## config.mk

```make
export PLATFORM = sky130hd
export DESIGN_NAME = alu_flat
export DESIGN_NICKNAME = d
export VERILOG_FILES = /design/src/rtl/alu_if.sv /design/src/rtl/alu.sv /design/src/flat_wrapper.sv
export SDC_FILE = /design/constraint.sdc
export NUM_CORES = 2
export LEC_CHECK = 0
export ABC_AREA = 1
export CELL_PAD_IN_SITES_DETAIL_PLACEMENT = 1
export CELL_PAD_IN_SITES_GLOBAL_PLACEMENT = 1
export CORE_MARGIN = 1
export CORE_UTILIZATION = 47
export CTS_CLUSTER_SIZE = 14
export DETAILED_ROUTE_END_ITERATION = 12
export MAX_ROUTING_LAYER = met4
export PLACE_DENSITY_LB_ADDON = 0.1
export SYNTH_ARGS = -nofsm -noshare
export SYNTH_HDL_FRONTEND = slang
export SYNTH_SLANG_ARGS = --single-unit
export TNS_END_PERCENT = 10
```

## constraint.sdc

```tcl
create_clock -name CLK -period 9.8 [get_ports CLK]
set_input_delay 1.96 -clock CLK [delete_from_list [all_inputs] [get_ports CLK]]
set_output_delay 1.96 -clock CLK [all_outputs]
set_load 0.02 [all_outputs]
```

## src/rtl/alu_if.sv

```systemverilog
`default_nettype none
// ============================================================================
// Module   : alu_if
// Purpose  : Operand / opcode / result bundle between the datapath and the ALU.
// Revision : 1.0
// ============================================================================
interface alu_if #(
    parameter int DATA_WIDTH = 32,
    parameter int OPRN_WIDTH = 6
);
    logic [DATA_WIDTH-1:0] OP1;
    logic [DATA_WIDTH-1:0] OP2;
    logic [OPRN_WIDTH-1:0] OPRN;
    logic [DATA_WIDTH-1:0] OUT;
    logic                  ZERO;

    modport master (
        output OP1,
        output OP2,
        output OPRN,
        input  OUT,
        input  ZERO
    );

    modport slave (
        input  OP1,
        input  OP2,
        input  OPRN,
        output OUT,
        output ZERO
    );
endinterface
`default_nettype wire

```

## src/rtl/alu.sv

```systemverilog
`default_nettype none
// ============================================================================
// Module   : alu
// Purpose  : 32-bit integer ALU with registered result and zero flag.
//            Define ALU_SIGNED_SLT_EN for a signed set-less-than.
// Revision : 1.0
// ============================================================================
module alu #(
    parameter int DATA_WIDTH = 32,
    parameter int OPRN_WIDTH = 6
) (
    input  wire logic CLK,
    input  wire logic RST,
    alu_if.slave      bus
);
    localparam logic [OPRN_WIDTH-1:0] c_OP_ADD = OPRN_WIDTH'(8'h01);
    localparam logic [OPRN_WIDTH-1:0] c_OP_SUB = OPRN_WIDTH'(8'h02);
    localparam logic [OPRN_WIDTH-1:0] c_OP_MUL = OPRN_WIDTH'(8'h03);
    localparam logic [OPRN_WIDTH-1:0] c_OP_SRL = OPRN_WIDTH'(8'h04);
    localparam logic [OPRN_WIDTH-1:0] c_OP_SLL = OPRN_WIDTH'(8'h05);
    localparam logic [OPRN_WIDTH-1:0] c_OP_AND = OPRN_WIDTH'(8'h06);
    localparam logic [OPRN_WIDTH-1:0] c_OP_OR  = OPRN_WIDTH'(8'h07);
    localparam logic [OPRN_WIDTH-1:0] c_OP_NOR = OPRN_WIDTH'(8'h08);
    localparam logic [OPRN_WIDTH-1:0] c_OP_SLT = OPRN_WIDTH'(8'h09);

    logic [DATA_WIDTH-1:0] w_out_d;
    logic                  w_zero_d;
    logic                  w_lt;
    logic [DATA_WIDTH-1:0] r_out_q;
    logic                  r_zero_q;

`ifdef ALU_SIGNED_SLT_EN
    assign w_lt = ($signed(bus.OP1) < $signed(bus.OP2));
`else
    assign w_lt = (bus.OP1 < bus.OP2);
`endif

    // Shift amount is the full OP2 word; SV shifts already yield zero for
    // amounts at or beyond the operand width.
    always_comb begin
        w_out_d = '0;
        unique case (bus.OPRN)
            c_OP_ADD: w_out_d = bus.OP1 + bus.OP2;
            c_OP_SUB: w_out_d = bus.OP1 - bus.OP2;
            c_OP_MUL: w_out_d = bus.OP1 * bus.OP2;
            c_OP_SRL: w_out_d = bus.OP1 >> bus.OP2;
            c_OP_SLL: w_out_d = bus.OP1 << bus.OP2;
            c_OP_AND: w_out_d = bus.OP1 & bus.OP2;
            c_OP_OR:  w_out_d = bus.OP1 | bus.OP2;
            c_OP_NOR: w_out_d = ~(bus.OP1 | bus.OP2);
            c_OP_SLT: w_out_d = {{(DATA_WIDTH-1){1'b0}}, w_lt};
            default:  w_out_d = '0;
        endcase
    end

    assign w_zero_d = (w_out_d == '0);

    always_ff @(posedge CLK) begin
        if (RST) begin
            r_out_q  <= '0;
            r_zero_q <= 1'b1;
        end else begin
            r_out_q  <= w_out_d;
            r_zero_q <= w_zero_d;
        end
    end

    assign bus.OUT  = r_out_q;
    assign bus.ZERO = r_zero_q;
endmodule
`default_nettype wire

```

## src/flat_wrapper.sv

```systemverilog
// flat-port wrapper written by rule: the top's interface ports become plain ports
module alu_flat 
#(
    parameter int DATA_WIDTH = 32,
    parameter int OPRN_WIDTH = 6
)
  (CLK, RST, bus_OP1, bus_OP2, bus_OPRN, bus_OUT, bus_ZERO);
  alu_if #(.DATA_WIDTH(DATA_WIDTH), .OPRN_WIDTH(OPRN_WIDTH)) bus_i ();
  input  wire logic CLK;
  input  wire logic RST;
  input wire logic [$bits(bus_i.OP1)-1:0] bus_OP1;
  input wire logic [$bits(bus_i.OP2)-1:0] bus_OP2;
  input wire logic [$bits(bus_i.OPRN)-1:0] bus_OPRN;
  output wire logic [$bits(bus_i.OUT)-1:0] bus_OUT;
  output wire logic [$bits(bus_i.ZERO)-1:0] bus_ZERO;
  assign bus_i.OP1 = bus_OP1;
  assign bus_i.OP2 = bus_OP2;
  assign bus_i.OPRN = bus_OPRN;
  assign bus_OUT = bus_i.OUT;
  assign bus_ZERO = bus_i.ZERO;
  alu #(.DATA_WIDTH(DATA_WIDTH), .OPRN_WIDTH(OPRN_WIDTH)) u_core (.CLK(CLK), .RST(RST), .bus(bus_i));
endmodule
```

# Word-level counts from Yosys, hierarchy flattened
# Cells that the tools add are included.
dict set report totals {
  reg_bits 33
  latchBits 0
  ramBits 0
  romBits 0
  input_bits 72
  output_inout_bits 33
  memories 0
}
dict set report classes {
  add_sub_neg 2
  mul 1
  n_div 0
  n_lt_le_gt_ge 1
  n_eq_ne 9
  shift 2
  muxes 1
  n_bitwise 3
  reduce_logical 1
}
# operator count
set ops {}
lappend ops {{case mux 32 bit (9 select lines)} 1}
lappend ops {{adder 32 bit} 1}
lappend ops {{AND 32 bit} 1}
lappend ops {{zero test 32 bit} 1}
lappend ops {{less-than comparator 32 bit} 1}
lappend ops {{multiplier 32 x 32 -> 32 bit} 1}
lappend ops {{inverter 32 bit} 1}
lappend ops {{OR 32 bit} 1}
lappend ops {{left shift 32 x 32 -> 32 bit} 1}
lappend ops {{right shift 32 x 32 -> 32 bit} 1}
lappend ops {{subtractor 32 bit} 1}
lappend ops {{equality test 6 x 3 -> 1 bit, second input constant} 4}
lappend ops {{equality test 6 x 2 -> 1 bit, second input constant} 2}
lappend ops {{equality test 6 x 4 -> 1 bit, second input constant} 2}
lappend ops {{equality test 6 x 1 -> 1 bit, second input constant} 1}

# Depth between registers and ports, before layout
dict set report logic_depth {
  word_depth 4
  depth_mapped 37
  ltp_nobuf 35
}

# Least setup slack after synthesis
# Ideal clock, no wire load.
dict set report synth_path {
  path_kind {input port to flip-flop}
  from {in bus_OP2[2]}
  to {reg u_core.r_zero_q (netlist: u_core.bus.ZERO)}
  arrival_time_ns 8.893
  setup_slack_ns 0.839
  stages 35
  path_buffers 4
  path_cell_list {buf_2 > buf_1 > clkbuf_1 > buf_1 > nand2_1 > inv_1 > fa_1 > inv_1 > fa_1 > fa_1 > fa_1 > inv_1 > fa_1 > inv_1 > fa_1 > inv_1 > fa_1 > fa_1 > ha_1 > nand2_1 > nor2_1 > nand2_1 > o311ai_1 > nand2_1 > o211ai_1 > nand2_1 > nand2_1 > nor2_1 > nor2_1 > nand2_1 > inv_2 > nand2_1 > nor2_1 > nand3_2 > o21bai_2}
}
dict set report synth_between {
  elab_chain_len 4
}
# item line_no
set synth_lines {}
lappend synth_lines {{start: declaration} flat_wrapper.sv:12} ;# input wire logic [$bits(bus_i.OP2)-1:0] bus_OP2;
lappend synth_lines {{branches (longest 2 deep; another with multiplier 32 x 32 -> 32 bit)} -}
lappend synth_lines {{case mux 32 bit (9 select lines) (*)} alu.sv:42} ;# unique case (bus.OPRN)
lappend synth_lines {{zero test 32 bit (*)} alu.sv:56} ;# assign w_zero_d = (w_out_d == '0);
lappend synth_lines {{end signal: assignment} alu.sv:64} ;# r_zero_q <= w_zero_d;
lappend synth_lines {{end: declaration} alu.sv:30} ;# logic r_zero_q;
# Every way passes the cells marked *.
# A chain may end at the register's enable or synchronous reset.

# Worst setup path in the final report
dict set report layout_path {
  from {in bus_OP2[14]}
  to {reg u_core.r_zero_q (netlist: u_core.bus.ZERO)}
}
# Same word-level chain as after synthesis.

==> flow_summary.toml <==
[status]
status = "complete, no violations"

[synth]
ys_warn_count = 0
ys_types = 57
synth-edff-count = 0
async_flop_share_pct = 0
synth_area_sq_um = 27040
avgSynthCellArea_sq_um = 6.415
synthCells = 4215
synth_fp_nets = 4916
seq_area_frac_synth_pct = 2.443
ys_seq_elements = 33
yosys_most_used_dff = "dfxtp_1"

[floorplanning]
ios = 105
start_util_pct = 47.77
die_h_microns = 241.9
fp.coreArea_sq_um = 56600
num_rows = 87
die_w_microns = 241.9
fp.dieArea_sq_um = 58500

[layout]
postLayoutCoreUtil_pct = 52.15
drive_gt1_share_pct = 5.549
layout.nets = 4953
area_delta_synth_final_pct = 9.166

[setup_path]
crit_type = "in2reg"
crit_top_cell = "fa_1"
end_kind = "register"
cp_data_arrival_time_ps = 9900
crit_required_ps = 10020
worstPathMaxFanout = 5
slowest_stage = "clkdlybuf4s50_1"
setup.worst_path.start_class = "primary input"
max_stage_delay_ps = 980

[global_route]
gr-usage-met1_pct = 53.91
grt_pass1_vias = 30660
met3_usage_pct = 8.180
overflow = 0
grt_pass1_wl_microns = 187100
grt_util_all_layers_pct = 43.71
busiest_layer = "met2"
grt_max_degree = 69
antenna_found_initial = 11
globalRouteMet2Util_pct = 68.69

[run]
maxCapViolCount = 0

[sta]
layout_min_cycle_time_ps = 9679
hold_viol_final = 0
rsz0062_at_grt = "no"
drv_slew = 0
worstMarginPinSlew_ps = 1175
maxSlewHeadroom_pct = 19.63
finalSetupViolations = 0
finalSetupTns_ps = 0
fmax_mhz = 103.3
setup_slack_ps = 121.0
finalCritPeriodShare_pct = 98.77

[clock_network]
cts_tree = "yes"
cts_root_buffer = "clkbuf_16"
cts.reportedPaths.clkPinSlew_ps = 50
cts_setup_buffers = 0
numCtsBuffers = 5
clkSinkCount = 33
ctsHoldBuffers = 0
cts_buffer_depth = 2
htreeDepth = 2

[detailed_routing]
drc = 0
via_per_inst = 5.768
wl_per_cell_microns = 24.72
firstDrtPassIters = 5
ant_nets = 0
wl_microns = 124000
via_count = 28950
first_iter_violations = 2722

[placement]
dp_slack_ps = 17.42
port_buffers = 104
hpwlAfterDp_microns = 103000
routabilityCongestion = 1.045

[worst_hold_path]
hold_depth = 3
hold_path.class = "in2reg"
hp-start = "RST"
min_to = "u_core.bus.OUT[4]"
[Yosys cell counts (all sizes together), types with 10 or more instances]
| cell | count | area (sq um) |
|---|---|---|
| a21o | 13 | 97.59 |
| nor3 | 24 | 125.1 |
| or2 | 12 | 75.08 |
| a21oi | 179 | 899.6 |
| fa | 410 | 8208 |
| dfxtp | 33 | 660.6 |
| nand3 | 432 | 2197 |
| a221oi | 21 | 183.9 |
| clkbuf | 108 | 414.2 |
| xnor2 | 21 | 183.9 |
| inv | 958 | 3596 |
| xor2 | 26 | 227.7 |
| o21ai | 108 | 551.8 |
| ha | 219 | 2740 |
| o211ai | 14 | 105.1 |
| nand3b | 11 | 82.58 |
| buf | 97 | 490.5 |
| nand2 | 1190 | 4552 |
| o21bai | 13 | 101.4 |
| nor2 | 242 | 969.7 |
| a31oi | 10 | 62.56 |
| nand4 | 34 | 212.7 |
[per-layer routing]
| metal | part of all wire (%) | routed length (microns) |
|---|---|---|
| met5 | 0 | 0 |
| met4 | 5.8 | 7230 |
| met1 | 40 | 49090 |
| met2 | 46 | 56840 |
| met3 | 8.8 | 10880 |
[sequential cells by signal, indices dropped and copies added, names as in the netlist]
register	flops
u_core.bus.OUT	32
u_core.bus.ZERO	1
[layout make-up]
class	count	area, sq um
Fill cell	7748	27080
Multi-Input combinational cell	3018	21880
Inverter	959	3600
Timing Repair Buffer	235	2232
Tap cell	756	945.9
Sequential cell	33	660.6
Clock buffer	6	138.9
Clock inverter	2	37.54
Antenna cell	10	25.02
[critical path, delay by kind of cell]
family | cells | cell delay (ps)
buffers and inverters | 3 | 1080
adder cells (fa/ha/maj) | 10 | 4920
AO/OA/AOI/OAI | 4 | 750
AND/OR/NAND/NOR | 8 | 1160
[how the worst max path moves through the flow]
stage | slack [ps] | start | end
after CTS | 310 | bus_OP2[14] | u_core.bus.ZERO
after global placement | 160 | bus_OP2[14] | u_core.bus.ZERO
after detailed placement | 20 | bus_OP2[14] | u_core.bus.ZERO
final | 120 | bus_OP2[14] | u_core.bus.ZERO
after global routing | 0.8 | bus_OP2[14] | u_core.bus.ZERO
after floorplan | 840 | bus_OP2[2] | u_core.bus.ZERO
[layout by cell type (no fill, tap or decap), types with 5 or more instances in the layout]
| master | instances |
|---|---|
| nand3_1 | 425 |
| o211ai_1 | 14 |
| inv_1 | 936 |
| o21bai_1 | 12 |
| xor2_1 | 26 |
| nand4_1 | 34 |
| o22ai_1 | 8 |
| or2_2 | 10 |
| clkbuf_16 | 5 |
| xnor2_1 | 21 |
| o221ai_1 | 5 |
| ha_1 | 219 |
| buf_12 | 20 |
| a31oi_1 | 10 |
| buf_4 | 113 |
| buf_2 | 8 |
| nor3_1 | 23 |
| fa_1 | 410 |
| clkdlybuf4s50_1 | 93 |
| o21ai_1 | 6 |
| dfxtp_1 | 33 |
| o21ai_0 | 99 |
| nand2_2 | 28 |
| a21o_1 | 13 |
| nor2_2 | 7 |
| nor2_1 | 230 |
| a21oi_1 | 178 |
| nand3b_1 | 11 |
| nand2_1 | 1160 |
| diode_2 | 10 |
| a221oi_1 | 21 |
| nand3_2 | 7 |
| inv_2 | 22 |
[stage by stage]
stage / cell area, sq um / cells / hold slack (ps)
after floorplan: 27040 / 4215 / 2258
after global placement: 29320 / 5001 / 2757
after detailed placement: 29320 / 5001 / 2752
after CTS: 29490 / 5009 / 2478
after global routing: 29520 / 5018 / 2518
final: 29520 / 5019 / 2502
[kinds of logic after synthesis]
family                     after synthesis  share of synthesized area [%]
buffers and inverters                 1164                          16.66
adders and majority gates              629                          40.49
xor gates and xnor gates                47                          1.522
DFF                                     33                          2.443
AOI/OAI and AO/OA                      394                          8.444
and+or+nand+nor                       1948                          30.45
[repair_timing]
action	in CTS	in global routing
endpoints found under the setup margin	0	1
resized for setup	0	1
endpoints found under the hold margin	0	0
Power is left out: the tool's default activity adds up to more than one toggle a clock period on the data nets, which glitch-free logic cannot reach.
